### config.mk
export PLATFORM = sky130hd
export DESIGN_NAME = axi_video_test_pattern
export DESIGN_NICKNAME = d
export VERILOG_FILES = /design/src/rtl/axi_video_test_pattern.sv
export SDC_FILE = /design/constraint.sdc
export NUM_CORES = 1
export LEC_CHECK = 0
export CAP_MARGIN = 20
export CORE_ASPECT_RATIO = 0.75
export CORE_UTILIZATION = 58
export DETAILED_ROUTE_END_ITERATION = 6
export PLACE_DENSITY = 0.95
export SYNTH_ARGS = -nofsm -noshare
export SYNTH_HDL_FRONTEND = slang
export SYNTH_SLANG_ARGS = --single-unit
### constraint.sdc
create_clock -name clk_i -period 4.22 [get_ports clk_i]
set_input_delay 0.422 -clock clk_i [delete_from_list [all_inputs] [get_ports clk_i]]
set_output_delay 0.422 -clock clk_i [all_outputs]
set_load 0.02 [all_outputs]
### src/rtl/axi_video_test_pattern.sv
// AXI4-Stream synthetic video source: colour bars, ramp, checkerboard or solid colour.
// TUSER marks pixel (0,0) and TLAST marks end of line; frames are never truncated.
module axi_video_test_pattern #(
  parameter int DATA_W         = 24,
  parameter int H_ACTIVE       = 640,
  parameter int V_ACTIVE       = 480,
  parameter int V_BLANK_CYCLES = 16,
  parameter int CHK_LOG2       = 5
) (
  input  logic                  clk_i,
  input  logic                  rstn_i,
  input  logic                  enable_i,
  input  logic [1:0]            pattern_sel_i,
  input  logic [23:0]           solid_rgb_i,
  output logic [DATA_W-1:0]     axi_video_tdata_o,
  output logic [DATA_W/8-1:0]   axi_video_tkeep_o,
  output logic                  axi_video_tuser_o,
  output logic                  axi_video_tlast_o,
  output logic                  axi_video_tvalid_o,
  input  logic                  axi_video_tready_i,
  output logic                  busy_o,
  output logic [15:0]           frame_cnt_o
);

  localparam int XW    = $clog2(H_ACTIVE);
  localparam int YW    = (V_ACTIVE > 1) ? $clog2(V_ACTIVE) : 1;
  localparam int BAR_W = H_ACTIVE / 8;
  localparam int BCW   = (BAR_W > 1) ? $clog2(BAR_W) : 1;
  localparam int BKW   = (V_BLANK_CYCLES > 1) ? $clog2(V_BLANK_CYCLES) : 1;

  localparam logic [XW-1:0]  X_LAST     = XW'(H_ACTIVE - 1);
  localparam logic [YW-1:0]  Y_LAST     = YW'(V_ACTIVE - 1);
  localparam logic [BCW-1:0] BAR_LAST   = BCW'(BAR_W - 1);
  localparam logic [BKW-1:0] BLANK_LAST = BKW'((V_BLANK_CYCLES > 0) ? V_BLANK_CYCLES - 1 : 0);

  localparam logic [1:0] S_IDLE   = 2'd0;
  localparam logic [1:0] S_ACTIVE = 2'd1;
  localparam logic [1:0] S_BLANK  = 2'd2;

  logic [1:0]        state_q, state_d;
  logic [XW-1:0]     x_q, x_d;
  logic [YW-1:0]     y_q, y_d;
  logic [BCW-1:0]    barCnt_q, barCnt_d;
  logic [2:0]        barIdx_q, barIdx_d;
  logic [BKW-1:0]    blank_q, blank_d;
  logic [1:0]        pat_q, pat_d;
  logic [23:0]       solid_q, solid_d;
  logic [15:0]       frameCnt_q, frameCnt_d;
  logic [DATA_W-1:0] tdata_q, tdata_d;
  logic              tuser_q, tuser_d;
  logic              tlast_q, tlast_d;
  logic              tvalid_q, tvalid_d;
  logic              busy_q;
  logic              handshake;
  logic              startFrame;
  logic [23:0]       pix;
  logic [7:0]        ramp;
  logic              chkBit;

  assign handshake = tvalid_q & axi_video_tready_i;

  // Coordinates always describe the pixel currently presented; they only move on a handshake.
  always_comb begin
    state_d    = state_q;
    x_d        = x_q;
    y_d        = y_q;
    barCnt_d   = barCnt_q;
    barIdx_d   = barIdx_q;
    blank_d    = blank_q;
    pat_d      = pat_q;
    solid_d    = solid_q;
    frameCnt_d = frameCnt_q;
    tvalid_d   = tvalid_q;
    startFrame = 1'b0;
    case (state_q)
      S_IDLE: begin
        if (enable_i) startFrame = 1'b1;
      end
      S_ACTIVE: begin
        if (handshake) begin
          if (x_q == X_LAST) begin
            x_d      = '0;
            barCnt_d = '0;
            barIdx_d = '0;
            if (y_q == Y_LAST) begin
              y_d        = '0;
              frameCnt_d = frameCnt_q + 16'd1;
              if (V_BLANK_CYCLES > 0) begin
                state_d  = S_BLANK;
                blank_d  = '0;
                tvalid_d = 1'b0;
              end else if (enable_i) begin
                startFrame = 1'b1;
              end else begin
                state_d  = S_IDLE;
                tvalid_d = 1'b0;
              end
            end else begin
              y_d = y_q + 1'b1;
            end
          end else begin
            x_d = x_q + 1'b1;
            if (barCnt_q == BAR_LAST) begin
              barCnt_d = '0;
              barIdx_d = barIdx_q + 3'd1;
            end else begin
              barCnt_d = barCnt_q + 1'b1;
            end
          end
        end
      end
      S_BLANK: begin
        if (blank_q == BLANK_LAST) begin
          if (enable_i) startFrame = 1'b1;
          else          state_d    = S_IDLE;
        end else begin
          blank_d = blank_q + 1'b1;
        end
      end
      default: state_d = S_IDLE;
    endcase
    if (startFrame) begin
      state_d  = S_ACTIVE;
      x_d      = '0;
      y_d      = '0;
      barCnt_d = '0;
      barIdx_d = '0;
      pat_d    = pattern_sel_i;
      solid_d  = solid_rgb_i;
      tvalid_d = 1'b1;
    end
  end

  // Pixel for the next presented coordinate; recomputes to the same value while stalled.
  always_comb begin
    ramp   = 8'(x_d);
    chkBit = (|((x_d >> CHK_LOG2) & XW'(1))) ^ (|((y_d >> CHK_LOG2) & YW'(1)));
    pix    = 24'h000000;
    case (pat_d)
      2'd0: begin
        case (barIdx_d)
          3'd0:    pix = 24'hFFFFFF;
          3'd1:    pix = 24'hFFFF00;
          3'd2:    pix = 24'h00FFFF;
          3'd3:    pix = 24'h00FF00;
          3'd4:    pix = 24'hFF00FF;
          3'd5:    pix = 24'hFF0000;
          3'd6:    pix = 24'h0000FF;
          default: pix = 24'h000000;
        endcase
      end
      2'd1:    pix = {ramp, ramp, ramp};
      2'd2:    pix = chkBit ? 24'hFFFFFF : 24'h000000;
      default: pix = solid_d;
    endcase
    tdata_d = tdata_q;
    tuser_d = 1'b0;
    tlast_d = 1'b0;
    if (state_d == S_ACTIVE) begin
      tdata_d = DATA_W'(pix);
      tuser_d = (x_d == '0) && (y_d == '0);
      tlast_d = (x_d == X_LAST);
    end
  end

  always_ff @(posedge clk_i or negedge rstn_i) begin
    if (!rstn_i) begin
      state_q    <= S_IDLE;
      x_q        <= '0;
      y_q        <= '0;
      barCnt_q   <= '0;
      barIdx_q   <= '0;
      blank_q    <= '0;
      pat_q      <= '0;
      solid_q    <= '0;
      frameCnt_q <= '0;
      tdata_q    <= '0;
      tuser_q    <= 1'b0;
      tlast_q    <= 1'b0;
      tvalid_q   <= 1'b0;
      busy_q     <= 1'b0;
    end else begin
      state_q    <= state_d;
      x_q        <= x_d;
      y_q        <= y_d;
      barCnt_q   <= barCnt_d;
      barIdx_q   <= barIdx_d;
      blank_q    <= blank_d;
      pat_q      <= pat_d;
      solid_q    <= solid_d;
      frameCnt_q <= frameCnt_d;
      tdata_q    <= tdata_d;
      tuser_q    <= tuser_d;
      tlast_q    <= tlast_d;
      tvalid_q   <= tvalid_d;
      busy_q     <= (state_d != S_IDLE);
    end
  end

  assign axi_video_tdata_o  = tdata_q;
  assign axi_video_tkeep_o  = '1;
  assign axi_video_tuser_o  = tuser_q;
  assign axi_video_tlast_o  = tlast_q;
  assign axi_video_tvalid_o = tvalid_q;
  assign busy_o             = busy_q;
  assign frame_cnt_o        = frameCnt_q;

endmodule
==> run_results.csv, run 1 <==
group,metric,value,unit
worst_setup_path,startpoint,"blank_q[0]",
worst_setup_path,cp.buffers_inverters,2,
logic_synthesis,synth-main-ff-cell,"dfrtp_1",
worst_setup_path,rr_startpoint,"blank_q[0]",
logic_synthesis,yosysWarnings,0,
global_routing,antenna_found_initial,0,
drt,vias,4343,
worst_setup_path,start_kind,"flop",
worst_setup_path,crit_family,"compound AO/OA/AOI/OAI gates",
logic_synthesis,ys_async_sr_fraction,1.00,
logic_synthesis,yosysSeqAreaShare,0.513,
worst_setup_path,cp_num_cells,9,
logic_synthesis,synth.distinct_cells,66,
sta,rsz0062_at_grt,"no",
clock_network,cts_made_buffers,9,
layout,instances_no_fill,701,
clock_network,clk_pin_slew,0.08,ns
logic_synthesis,syn_area,5130,um^2
sta,tns,0,ns
worst_setup_path,path_cells,"ha_1 > nand3_1 > a211o_1 > mux2i_2 > inv_1 > nand2_1 > buf_4 > nor3_1 > a211oi_1",
worst_setup_path,cp-end-kind,"flop",
worst_setup_path,worst-path-max-fanout,24,
place,io_buffers,73,
worst_setup_path,endpoint,"axi_video_tdata_o[16]",
logic_synthesis,synthCells,521,
floorplanning,chipHeight,83.4,um
worst_setup_path,critPathSlowestCell,"a211o_1",
drt,antenna_left,0,
place,placedCellCount,685,
sta,fmax,348,MHz
worst_setup_path,worst_path_largest_cell_delay,0.70,ns
floorplanning,io_pins,77,
floorplanning,core-area,8530,um^2
logic_synthesis,netlist_top_cells_area,"dfrtp_1 (51%), nand2_1 (7.7%), nor2_1 (4.4%)",
sta,fin_worst_skew,0.00963,ns
drt,post_drt_via_cell_ratio,6.20,
clock_network,cts_setup_buffers,0,
layout,syn_to_final_growth,20.7,%
clock_network,cts_tree,"yes",
sta,finalMaxSlewViolations,0,
layout,drive_above_1_share,0.0978,
logic_synthesis,synth.largest_area_cell,"dfrtp_1",
pwr,peakVddDrop,306,uV
worst_setup_path,critPathArrivalTime,3.12,ns
worst_setup_path,critPathKind,"flop to flop",
global_routing,grt_pass1_wl,21900,um
job,drv_cap,0,
outcome,status,"finished, final reports clean",
drt,dr.pass1.iters,6,
layout,layout_common_cells,"nand2_1 (105), dfrtp_1 (105), clkdlybuf4s50_1 (72)",
pwr,power.leakage,2.79,nW
worst_setup_path,cp.required,4.46,ns
worst_setup_path,r2r_setup_slack,1.35,ns
global_routing,grt_pass1_vias,4394,
drt,avgRoutedWirePerCell,19.0,um
clock_network,cts_max_path_buffers,2,
min_path,hold_path_class,"primary input to async pin",
sta,tightest_slew,0.900,ns
clock_network,clock-sinks,105,
logic_synthesis,post_synth.cell_area_avg,9.84,um^2
clock_network,clock_latency,0.35,ns
layout,antenna_cells,0,
sta,period_share,0.681,
clock_network,ctsResizeCount,0,
sta,setup_violations,0,
clock_network,cts_hold_buf,0,
place,dp_hpwl,9190,um
layout,multi_input_area,2330,um^2
sta,hold_viol,0,
global_routing,grt_overflow,0,
drt,routed_wl,13300,um
pwr,p_per_area,467,nW/um^2
sta,min_period,2.87,ns
clock_network,root_buffer,"clkbuf_16",
sta,relSlewSlack,0.400,
logic_synthesis,ys_ff_latch,105,
layout,finalNetCount,624,
layout,final-seq-area,2630,um^2
floorplanning,rows,29,
global_routing,grt.total_usage,0.301,
floorplanning,start_util,0.601,
floorplanning,die_area,9220,um^2
worst_setup_path,worst-r2r-cell-count,9,
logic_synthesis,synth-edff-count,0,
floorplanning,die_x,111,um
drt,drc,0,
logic_synthesis,synth_top_area_frac,0.513,
worst_setup_path,r2r-end,"axi_video_tdata_o[16]",
drt,drtIter0Drc,406,
global_routing,grt_start_max_net_pins,75,
clock_network,h-tree-depth,3,
layout,fill_cells,553,
place,place.gp.congestion,0.963,
sequential cells by signal, summed over array words and instances (netlist names):
signal,count
axi_video_tdata_o,24
solid_q,24
frame_cnt_o,16
x_q,10
y_q,9
barCnt_q,7
blank_q,4
barIdx_q,3
pat_q,2
state_q,2
axi_video_tlast_o,1
axi_video_tuser_o,1
axi_video_tvalid_o,1
busy_o,1
report_power, final:
part	internal (W)	switching, W	total (W)
registers	0.00118	0.000152	0.00133
clock network	0.000411	0.000398	0.000808
logic	0.000328	0.000430	0.000757
total	0.00191	0.000979	0.00289
synthesized netlist by cell type, types with 2 or more instances:
cell,count
buf_1,4
nand4_1,9
buf_4,6
or2_2,2
a21oi_1,18
or4b_1,2
inv_1,7
xor2_1,17
nor2_2,2
nor4_1,3
mux2_2,2
buf_2,8
xnor2_1,14
a41oi_1,2
nor2_1,60
nor3_1,29
or3_1,4
a211oi_2,8
nand4_4,2
mux2i_1,3
and3_1,6
nand2_1,105
dfrtp_1,105
and2_1,2
ha_1,6
o21a_1,3
nand3_1,20
o211ai_2,2
o21ai_0,8
nand2b_1,2
a31oi_1,3
clkbuf_1,5
o31a_1,2
a211oi_1,17
buf_6,2
stage by stage:
| step | util | total power [W] | hold WS, ns | setup WS, ns | cell area, um^2 |
|---|---|---|---|---|---|
| 6_report | 0.726 | 0.00289 | 0.204 | 1.35 | 6190 |
| 5_1_grt | 0.726 | 0.00301 | 0.286 | 1.16 | 6190 |
| 4_1_cts | 0.726 | 0.00288 | 0.245 | 1.39 | 6190 |
| 3_5_place_dp | 0.692 | 0.00207 | 0.471 | 1.16 | 5900 |
| 3_3_place_gp | 0.692 | 0.00203 | 0.455 | 1.24 | 5900 |
| 2_1_floorplan | - | 0.00174 | 0.126 | 1.92 | 5130 |
logic make-up after synthesis:
logic type	Yosys count	share of synthesized area
buf+inv	34	0.0373
other cells	1	0.000732
flops	105	0.513
compound gates	71	0.107
mux	6	0.0129
xor+xnor	31	0.0530
fa+ha+maj	6	0.0146
simple gates	267	0.261
layer usage:
metal  share of wire  GRT usage  up-vias
li1                -          -     1925
met1            0.41      0.396     2130
met2            0.49      0.497      245
met3           0.086     0.0686       43
met4           0.020     0.0982        0
met5               0          0        -
how the worst min path moves through the flow:
stage           startpoint              endpoint  slack, ns  cells after the start
2_1_floorplan       rstn_i  axi_video_tdata_o[0]       0.13                      0
3_3_place_gp    solid_q[3]            solid_q[3]       0.46                      2
3_5_place_dp   solid_q[13]           solid_q[13]       0.47                      2
4_1_cts             rstn_i            blank_q[0]       0.24                      1
5_1_grt             rstn_i           barCnt_q[6]       0.29                      1
6_report            rstn_i                y_q[8]       0.20                      1
area by class of cell:
type                            count  share of cell area
Clock buffer                        9              0.0364
Clock inverter                      7              0.0101
Inverter                            8             0.00485
Multi-Input combinational cell    384               0.376
Sequential cell                   105               0.425
Tap cell                          108              0.0218
Timing Repair Buffer               80               0.126
Note: power is estimated with default switching activity, not from simulation.
==> run 2, diff against run 1 <==
--- a/config.mk
+++ b/config.mk
@@ -7,9 +7,9 @@
 export LEC_CHECK = 0
 export CAP_MARGIN = 20
 export CORE_ASPECT_RATIO = 0.75
-export CORE_UTILIZATION = 58
+export CORE_UTILIZATION = 49
 export DETAILED_ROUTE_END_ITERATION = 6
-export PLACE_DENSITY = 0.95
+export PLACE_DENSITY = 0.87
 export SYNTH_ARGS = -nofsm -noshare
 export SYNTH_HDL_FRONTEND = slang
 export SYNTH_SLANG_ARGS = --single-unit
==> constraint.sdc (replaced) <==
create_clock -name clk_i -period 2.4 [get_ports clk_i]
set_input_delay 0.24 -clock clk_i [delete_from_list [all_inputs] [get_ports clk_i]]
set_output_delay 0.24 -clock clk_i [all_outputs]
set_load 0.02 [all_outputs]
==> run 2 against run 1 <==
Compared with the run above:
- the flow now finishes with violations (setup timing)
- sequential share of layout area fell by 4.1 points
- clock skew is 0.0041 ns lower
- combinational power increased by 110%
- sequential power rose by 74%
- via count up 5.2%
- wire length increased by 5.4%
- count of clock-buffer cells in the layout is the same
- die area up 18%
- largest power group unchanged
==> run_results.csv, run 2 (synthesis results as in run 1) <==
group,metric,value,unit
outcome,status,"complete, but fails checks",
outcome,violations,"setup timing",
drt,avgRoutedWirePerCell,17.8,um
floorplanning,start_util,0.518,
global_routing,grt.total_usage,0.269,
global_routing,grt_pass1_vias,4624,
drt,dr.pass1.iters,5,
layout,final_common_cell,"nand2_1",
floorplanning,io_pins,77,
sta,min_period,2.47,ns
pwr,p_per_area,807,nW/um^2
worst_setup_path,critPathArrivalTime,2.76,ns
worst_setup_path,worst-r2r-cell-count,7,
min_path,holdPathStages,3,
worst_setup_path,r2r_setup_slack,-0.07,ns
drt,drtIter0Drc,304,
worst_setup_path,rr_startpoint,"x_q[4]",
min_path,hold_path_class,"primary input to flop",
layout,drive_above_1_share,0.207,
drt,vias,4568,
clock_network,cts_max_path_buffers,2,
sta,period_share,1.03,
pwr,p_total,0.00553,W
clock_network,clk_pin_slew,0.07,ns
sta,tightest_slew,0.665,ns
clock_network,h-tree-depth,3,
floorplanning,die_area,10900,um^2
drt,post_drt_via_cell_ratio,5.80,
sta,rsz0062_at_grt,"yes",
worst_setup_path,critPathKind,"flop to flop",
worst_setup_path,start_kind,"flop",
place,dp_hpwl,9980,um
layout,finalNetCount,687,
pwr,peakVddDrop,640,uV
clock_network,clock_latency,0.36,ns
layout,layout_common_cells,"nand2_1 (105), dfrtp_1 (103), clkdlybuf4s50_1 (72)",
global_routing,grtUsageMet2,0.450,
min_path,hp-start,"solid_rgb_i[6]",
floorplanning,die_x,120,um
pwr,power.leakage,3.15,nW
global_routing,grt_start_max_net_pins,52,
sta,setup_violations,1,
worst_setup_path,cp.required,2.69,ns
clock_network,cts_tree,"yes",
job,drv_cap,0,
floorplanning,chipHeight,90.6,um
global_routing,grt_overflow,0,
worst_setup_path,r2r-end,"axi_video_tuser_o",
clock_network,clock-sinks,105,
global_routing,use_met3,0.0638,
worst_setup_path,cp-end-kind,"flop",
worst_setup_path,worst-path-max-fanout,5,
drt,drc,0,
sta,fin_worst_skew,0.00555,ns
layout,antenna_cells,0,
drt,routed_wl,14000,um
sta,hold_ws,0.441,ns
drt,antenna_left,0,
layout,final_core_util,0.694,
global_routing,antenna_found_initial,0,
place,place.gp.congestion,0.972,
place,io_buffers,73,
clock_network,root_buffer,"clkbuf_16",
layout,syn_to_final_growth,33.9,%
global_routing,grt_pass1_wl,22600,um
sta,relSlewSlack,0.557,
global_routing,gr-usage-met1,0.331,
global_routing,busiest_layer,"met2",
floorplanning,core-area,9890,um^2
floorplanning,rows,31,
clock_network,cts_made_buffers,9,
sta,worst_slack,-0.0713,ns
min_path,whs_endpoint,"solid_q[6]",
sta,finalMaxSlewViolations,0,
sta,hold_viol,0,
sta,fmax,405,MHz
run 2: cell types whose count changed in the layout (fill, tap and decap cells not counted), moves of 2 or more:
cell / change
buf_4: +58
a211oi_1: -2
bufinv_16: +2
clkinv_4: +2
and3_1: -2
and3_2: +2
dfrtp_2: +2
nor2_1: -2
dfrtp_1: -2
a211oi_2: +2
buf_12: +4
clkinvlp_4: -2
run 2: through the flow:
stage | setup TNS, ns | worst slack [ns] | instances | area (um^2)
3_5_place_dp | -3.86 | -0.191 | 764 | 6380
6_report | -0.0713 | -0.0713 | 788 | 6860
3_3_place_gp | -1.29 | -0.125 | 764 | 6380
5_1_grt | -0.160 | -0.123 | 788 | 6860
4_1_cts | 0 | 0.00166 | 783 | 6770
2_1_floorplan | 0 | 0.0959 | 523 | 5130
run 2: worst max-delay path by stage:
stage	start	to	slack, ns	depth (start not counted)
global route	state_q[1]	axi_video_tuser_o	-0.12	9
global placement	enable_i	axi_video_tdata_o[19]	-0.12	10
CTS	x_q[1]	axi_video_tuser_o	0.002	8
finish	x_q[4]	axi_video_tuser_o	-0.07	7
floorplan	x_q[0]	axi_video_tuser_o	0.1	9
detailed placement	axi_video_tready_i	axi_video_tuser_o	-0.19	8
run 2: timing repair:
action,CTS,global route
pin swaps,2,4
setup endpoints to repair,25,32
hold endpoints to repair,49,0
resized for setup,7,16
hold buffers,1,0
buffers inserted,2,5
run 2: layout make-up:
cell class,instances,area (um^2)
Fill cell,728,3030
Clock buffer,9,225
Clock inverter,7,100
Timing Repair Buffer,143,1310
Sequential cell,105,2630
Multi-Input combinational cell,384,2400
Tap cell,132,165
Inverter,8,32.5
run 2: power breakdown:
| group | total (W) | leakage (nW) | internal, W | switching, W |
|---|---|---|---|---|
| sequential | 0.00232 | 1.33 | 0.00207 | 0.000250 |
| combinational | 0.00161 | 1.66 | 0.000775 | 0.000831 |
| clock | 0.00161 | 0.160 | 0.000923 | 0.000685 |
run 2: per-layer routing:
layer  share of wire  routed length (um)
met2            0.50                6940
met5               0                   0
met1            0.41                5700
met3           0.076                1060
met4           0.022                 308
run 2: critical path, stage by stage, from the launching register on:
cell and delay [ns]:
dfrtp_1 0.43, and4_2 0.30, nand2_4 0.08, or3_1 0.41, xor2_1 0.24, a41oi_1 0.14, or4b_1 0.51, and4bb_1 0.30
==> run 3, diff against run 2 <==
--- a/config.mk
+++ b/config.mk
@@ -7,9 +7,9 @@
 export LEC_CHECK = 0
 export CAP_MARGIN = 20
 export CORE_ASPECT_RATIO = 0.75
-export CORE_UTILIZATION = 49
+export CORE_UTILIZATION = 54
 export DETAILED_ROUTE_END_ITERATION = 6
-export PLACE_DENSITY = 0.87
+export PLACE_DENSITY = 0.91
 export SYNTH_ARGS = -nofsm -noshare
 export SYNTH_HDL_FRONTEND = slang
 export SYNTH_SLANG_ARGS = --single-unit
==> constraint.sdc (replaced) <==
create_clock -name clk_i -period 2.68 [get_ports clk_i]
set_input_delay 0.268 -clock clk_i [delete_from_list [all_inputs] [get_ports clk_i]]
set_output_delay 0.268 -clock clk_i [all_outputs]
set_load 0.02 [all_outputs]
==> run 3 against run 2 <==
Compared with the run above:
- the run ends with hold timing left
- count of clock-buffer cells in the layout rose by 4
- critical path depth is 2 higher
- die area decreased by 9.1%
- sequential power fell by 9.9%
- sequential share of layout area up 2.8 points
- maximum frequency is 5.0% lower
- total power is 17% lower
- setup slack improved by 0.15 ns
- non-clock buffer count down 46
- clock skew increased by 0.0018 ns
- critical path type unchanged
==> run_results.csv, run 3 (synthesis results as in run 1) <==
group,metric,value,unit
worst_setup_path,rr_startpoint,"x_q[0]",
layout,layout_common_cells,"nand2_1 (105), dfrtp_1 (105), clkdlybuf4s50_1 (72)",
floorplanning,die_x,115,um
sta,min_period,2.60,ns
worst_setup_path,cp.required,2.88,ns
global_routing,grt_overflow,0,
clock_network,h-tree-depth,3,
clock_network,cts_made_buffers,9,
worst_setup_path,cp-end-kind,"flop",
layout,drive_above_1_share,0.126,
sta,fin_worst_skew,0.00740,ns
worst_setup_path,worst-path-max-fanout,8,
worst_setup_path,critPathKind,"flop to flop",
sta,setup_violations,0,
place,placedCellCount,718,
drt,post_drt_via_cell_ratio,5.98,
pwr,intPower,0.00311,W
clock_network,cts_max_path_buffers,2,
worst_setup_path,critPathArrivalTime,2.80,ns
job,drv_cap,0,
worst_setup_path,r2r-end,"axi_video_tdata_o[2]",
clock_network,clk_pin_slew,0.07,ns
clock_network,clock_latency,0.34,ns
pwr,p_per_area,717,nW/um^2
place,io_buffers,73,
layout,final_cell_area,6400,um^2
worst_setup_path,start_kind,"flop",
sta,relSlewSlack,0.469,
clock_network,cts_tree,"yes",
layout,antenna_cells,0,
global_routing,grt_start_max_net_pins,63,
layout,instances_no_fill,737,
floorplanning,core-area,9120,um^2
clock_network,root_buffer,"clkbuf_16",
layout,final-seq-area,2630,um^2
pwr,p_total,0.00458,W
sta,finalMaxSlewViolations,0,
drt,drtIter0Drc,267,
sta,fmax,384,MHz
sta,tightest_slew,0.796,ns
min_path,hold_path_class,"primary input to async pin",
outcome,violations,"hold timing",
floorplanning,die_area,9890,um^2
sta,tns,0,ns
clock_network,clock-sinks,105,
layout,syn_to_final_growth,24.8,%
global_routing,grt.total_usage,0.285,
floorplanning,chipHeight,86.4,um
floorplanning,rows,30,
global_routing,gr-usage-met1,0.374,
sta,hold_viol,4,
place,dp_hpwl,9330,um
layout,fill_cells,661,
global_routing,use_met3,0.0629,
floorplanning,io_pins,77,
sta,hold_ws,-0.0128,ns
outcome,status,"complete, but fails checks",
worst_setup_path,r2r_setup_slack,0.08,ns
pwr,power.leakage,2.90,nW
sta,period_share,0.971,
pwr,power_switching,0.00148,W
drt,antenna_left,0,
layout,multi_input_area,2340,um^2
worst_setup_path,endpoint,"axi_video_tdata_o[2]",
drt,vias,4410,
global_routing,grtUsageMet2,0.473,
global_routing,antenna_found_initial,0,
layout,finalNetCount,641,
worst_setup_path,worst-r2r-cell-count,9,
drt,dr.pass1.iters,7,
pwr,p_clk_frac,0.274,
global_routing,grt_pass1_vias,4437,
drt,drc,0,
floorplanning,start_util,0.562,
pwr,p_seq_frac,0.457,
place,place_area,6070,um^2
global_routing,busiest_layer,"met2",
global_routing,grt_pass1_wl,21600,um
drt,avgRoutedWirePerCell,17.7,um
pwr,combPwrFrac,0.269,
pwr,peakVddDrop,463,uV
place,place.gp.congestion,0.968,
pwr,switching_share,0.323,
worst_setup_path,startpoint,"x_q[0]",
drt,routed_wl,13100,um
[run 3: changes by cell type in the layout (fill, tap and decap cells not counted), moves of 2 or more]
cell | before | now
a211oi_1 | 14 | 16
a211oi_2 | 10 | 8
buf_4 | 66 | 21
bufinv_16 | 2 | 0
clkbuf_8 | 0 | 3
clkinv_4 | 2 | 0
dfrtp_1 | 103 | 105
dfrtp_2 | 2 | 0
inv_6 | 2 | 0
nor2_1 | 58 | 60
[run 3: critical path: stages, from the launching register on]
cell      delay [ns]
dfrtp_1         0.43
ha_1            0.25
and4bb_2        0.31
buf_4           0.16
nand4_4         0.13
o31a_1          0.31
o211ai_2        0.21
a21oi_4         0.10
o21ba_2         0.42
a211oi_2        0.12
[run 3: metal layers]
layer	part of all wire	wire, um	vias up
met1	0.41	5330	2172
met4	0.022	282	0
met2	0.50	6480	231
li1	-	-	1969
met3	0.076	988	38
met5	0	0	-
[run 3: power groups by stage]
| stage | sequential (W) | clock (W) | combinational (W) |
|---|---|---|---|
| after floorplan | 0.00220 | 0 | 0.000540 |
| after global placement | 0.00209 | 0 | 0.00117 |
| after detailed placement | 0.00210 | 0 | 0.00121 |
| after CTS | 0.00208 | 0.00127 | 0.00123 |
| after global routing | 0.00211 | 0.00133 | 0.00133 |
| final | 0.00209 | 0.00126 | 0.00123 |
[run 3: timing repair]
action	CTS	global route
resized for setup	0	4
setup endpoints to repair	0	27
buffers inserted	0	4
hold buffers	0	0
[run 3: how the worst min path moves through the flow]
stage,from,endpoint,cells past startpoint
floorplan,rstn_i,axi_video_tdata_o[0],0
global placement,rstn_i,y_q[8],1
detailed placement,rstn_i,y_q[6],1
CTS,rstn_i,y_q[6],1
global route,rstn_i,y_q[6],1
finish,rstn_i,y_q[3],1
[run 3: final cells by class]
cell class / count / area share
clock buffers: 13 / 0.0423
clock inverters: 2 / 0.00196
inverters: 8 / 0.00469
multi-input cells: 384 / 0.365
flip-flops and latches: 105 / 0.411
well taps: 128 / 0.0250
repair buffers: 97 / 0.150
[run 3: through the flow]
stage / utilization / worst slack (ns)
after global placement: 0.666 / 0.0345
after detailed placement: 0.666 / -0.0337
final: 0.701 / 0.0777
after CTS: 0.697 / 0.0254
after global routing: 0.701 / -0.0120
after floorplan: - / 0.376
==> RTL edit (settings of run 1) <==
Put one more register stage on the output `frame_cnt_o`, cleared by the reset. The value now appears one clock later. The other outputs are not delayed to match.
--- a/src/rtl/axi_video_test_pattern.sv
+++ b/src/rtl/axi_video_test_pattern.sv
@@ -203,6 +203,12 @@
   assign axi_video_tlast_o  = tlast_q;
   assign axi_video_tvalid_o = tvalid_q;
   assign busy_o             = busy_q;
-  assign frame_cnt_o        = frameCnt_q;
+  always_ff @(posedge clk_i or negedge rstn_i) begin
+    if (!rstn_i) begin
+      frame_cnt_o <= '0;
+    end else begin
+      frame_cnt_o <= frameCnt_q;
+    end
+  end
 
 endmodule
Behaviour: same outputs for any inputs over 4 cycles, from zero or initial values and one cycle with rstn_i low; that may be too few to reach the edited logic, so the function may still have changed.
==> RTL edit against run 1 <==
Routed wire length up 4.4%; worst setup slack worse by 730 ps; cell area up 9.3%; sequential cell count rose by 16; synthesized area increased by 3.9%; critical path depth fell by 1; die area increased by 3.8%; critical path type unchanged.
Power is not compared: it rests on default switching activity, and its combinational part moved more than twofold at a synthesized area within 25%.
==> RTL edit: results (changes against run 1) <==
Placement
The final HPWL from detailed placement came to 9.17 mm (was 9.19 mm). The total of buffers placed on input and output ports is 73 (unchanged). The weighted congestion reported at the end of routability-driven placement is 0.887 (was 0.963). The instance count after placement with tap cells included is 711 (was 685). The minimum setup slack after placement was 835 ps (was 1160 ps). The placed cell area is 6170 um2 (was 5900 um2).

Critical path
The data arrival time of the worst path was 3920 ps (was 3120 ps). The cell type of the slowest stage on the worst timing path is sky130_fd_sc_hd__o21ai_2 (was sky130_fd_sc_hd__a211o_1). The largest stage delay on the critical path is 670 ps (was 700 ps).

Route
The total vias in the final route is 4543 (was 4343). The number of DRC violations after detailed-routing iteration 0 is 493 (was 406). The number of optimization iterations in the first detailed-route pass is 5 (was 6). The number of vias per cell after detailed routing is 6.11 (was 6.20).

The overall routed net length is 13.9 mm (was 13.3 mm).

Finish
The fraction of layout cells with a size suffix above 1 was 8.50% (was 9.78%). The fill cell instance count of the final layout is 507 (was 553). The area of all placed cells without fillers is 6760 um2 (was 6190 um2). The count of nets after finishing is 658 (was 624).

Global route
The combined global-route utilization of all metal layers is 31.2% (was 30.1%). The via count of the first global-routing pass is 4422 (was 4394). The wire length of the first global-routing pass is 22.4 mm (was 21.9 mm).

The pin count of the biggest net entering global routing is 70 (was 75).

Timing
The clock skew is 8.01 ps (was 9.63 ps). The final cycle utilization of the critical path came to 85.5% (was 68.1%). The relative max-transition margin is 40.8% (was 40.0%).

Logic synthesis
The average cell area after synthesis is 9.85 um2 (was 9.84 um2). The unique cell type count in the Yosys netlist is 52 (was 66). Post-synth top cells: sky130_fd_sc_hd__nand2_1 (127), sky130_fd_sc_hd__dfrtp_1 (121), sky130_fd_sc_hd__nor2_1 (46) (was sky130_fd_sc_hd__dfrtp_1 (105), sky130_fd_sc_hd__nand2_1 (105), sky130_fd_sc_hd__nor2_1 (60)). The mux cell area share after synthesis is 0.587% (was 1.29%). The proportion of synthesized flip-flops having asynchronous set or reset is 100% (unchanged). The xor/xnor cell area share of the yosys netlist was 4.93% (was 5.30%). The adder-cell area share of the yosys netlist was 1.41% (was 1.46%). Leading post-synthesis cells by cell area: sky130_fd_sc_hd__dfrtp_1 (57%), sky130_fd_sc_hd__nand2_1 (8.9%), sky130_fd_sc_hd__nor2_1 (3.2%), sky130_fd_sc_hd__xnor2_1 (2.8%), sky130_fd_sc_hd__o21ai_0 (2.7%) (was sky130_fd_sc_hd__dfrtp_1 (51%), sky130_fd_sc_hd__nand2_1 (7.7%), sky130_fd_sc_hd__nor2_1 (4.4%), sky130_fd_sc_hd__xor2_1 (2.9%), sky130_fd_sc_hd__nor3_1 (2.8%)). The share of the synthesized area in compound gates (AO/OA/AOI/OAI) is 11.7% (was 10.7%). The share of synthesized area occupied by flip-flops and latches is 56.8% (was 51.3%).

Clock tree
The number of buffers created by CTS was 17 (was 9). The latest clock arrival within the worst-skew pair came to 430 ps (was 350 ps). The clock transition at the registers of the reported paths is 60 ps (was 80 ps). The maximum number of buffers from clock root to sink was 2 (unchanged). The count of H-tree levels built during CTS is 4 (was 3).

Status
Outcome: finished, final reports clean (unchanged).
RTL edit: cell count changes in the layout (fill, tap and decap cells not counted), moves of 6 or more:
cell                        before  now
sky130_fd_sc_hd__a211oi_1       16    5
sky130_fd_sc_hd__nor2_1         60   46
sky130_fd_sc_hd__nand2_1       105  127
sky130_fd_sc_hd__a221oi_1        0    6
sky130_fd_sc_hd__nand3_1        20   13
sky130_fd_sc_hd__a21o_1          0   11
sky130_fd_sc_hd__o21ai_0         8   29
sky130_fd_sc_hd__clkbuf_16       9   17
sky130_fd_sc_hd__dfrtp_1       105  121
sky130_fd_sc_hd__nor3_1         29    9
RTL edit: power groups by stage:
stage | registers (W) | clock network, W | logic [W]
after global placement | 0.00118 | 0 | 0.0000539
after global routing | 0.00116 | 0.00152 | 0.0000601
final | 0.00116 | 0.00145 | 0.0000540
after floorplan | 0.00118 | 0 | 0.00000490
after detailed placement | 0.00118 | 0 | 0.0000551
after CTS | 0.00116 | 0.00145 | 0.0000552
RTL edit: per-layer routing:
| metal | global-route usage [%] | share of wire [%] | wire length (um) | vias to the layer above |
|---|---|---|---|---|
| met5 | 0 | 0 | 0 | - |
| met2 | 49.6 | 48 | 6700 | 231 |
| li1 | - | - | - | 2038 |
| met3 | 8.43 | 9.0 | 1240 | 27 |
| met1 | 41.8 | 41 | 5740 | 2247 |
| met4 | 11.3 | 1.4 | 195 | 0 |
RTL edit: logic make-up (layout without fill, tap and decap cells):
logic type / after synthesis / in the layout
AO/OA/AOI/OAI: 96 / 96
XOR/XNOR: 30 / 30
adder cells (fa/ha/maj): 6 / 6
buffers and inverters: 31 / 123
flip-flops: 121 / 121
multiplexers: 3 / 3
other: 1 / 3
AND/OR/NAND/NOR: 253 / 253
RTL edit: layout make-up:
cell class                 count  area share (%)
timing repair buffer          81            11.7
tap                          108            2.00
multi-input combinational    391            32.3
clock buffer                  17            6.29
inverter                      10           0.555
sequential                   121            44.8
clock inverter                15            2.46
RTL edit: final timing paths:
kind / startpoint / slack (ps) / endpoint / depth (start not counted)
min reg2reg: frameCnt_q[15]$_DFFE_PN0P_ / 410 / frame_cnt_o[15]$_DFF_PN0_ / 0
max in group asynchronous: rstn_i / 3240 / solid_q[5]$_DFF_PN0_ / 2
min in group clk_i: frameCnt_q[15]$_DFFE_PN0P_ / 410 / frame_cnt_o[15]$_DFF_PN0_ / 0
min: rstn_i / 90 / blank_q[3]$_DFFE_PN0P_ / 1
max reg2reg: blank_q[0]$_DFFE_PN0P_ / 610 / axi_video_tdata_o[5]$_DFFE_PN0P_ / 8
max: blank_q[0]$_DFFE_PN0P_ / 610 / axi_video_tdata_o[5]$_DFFE_PN0P_ / 8
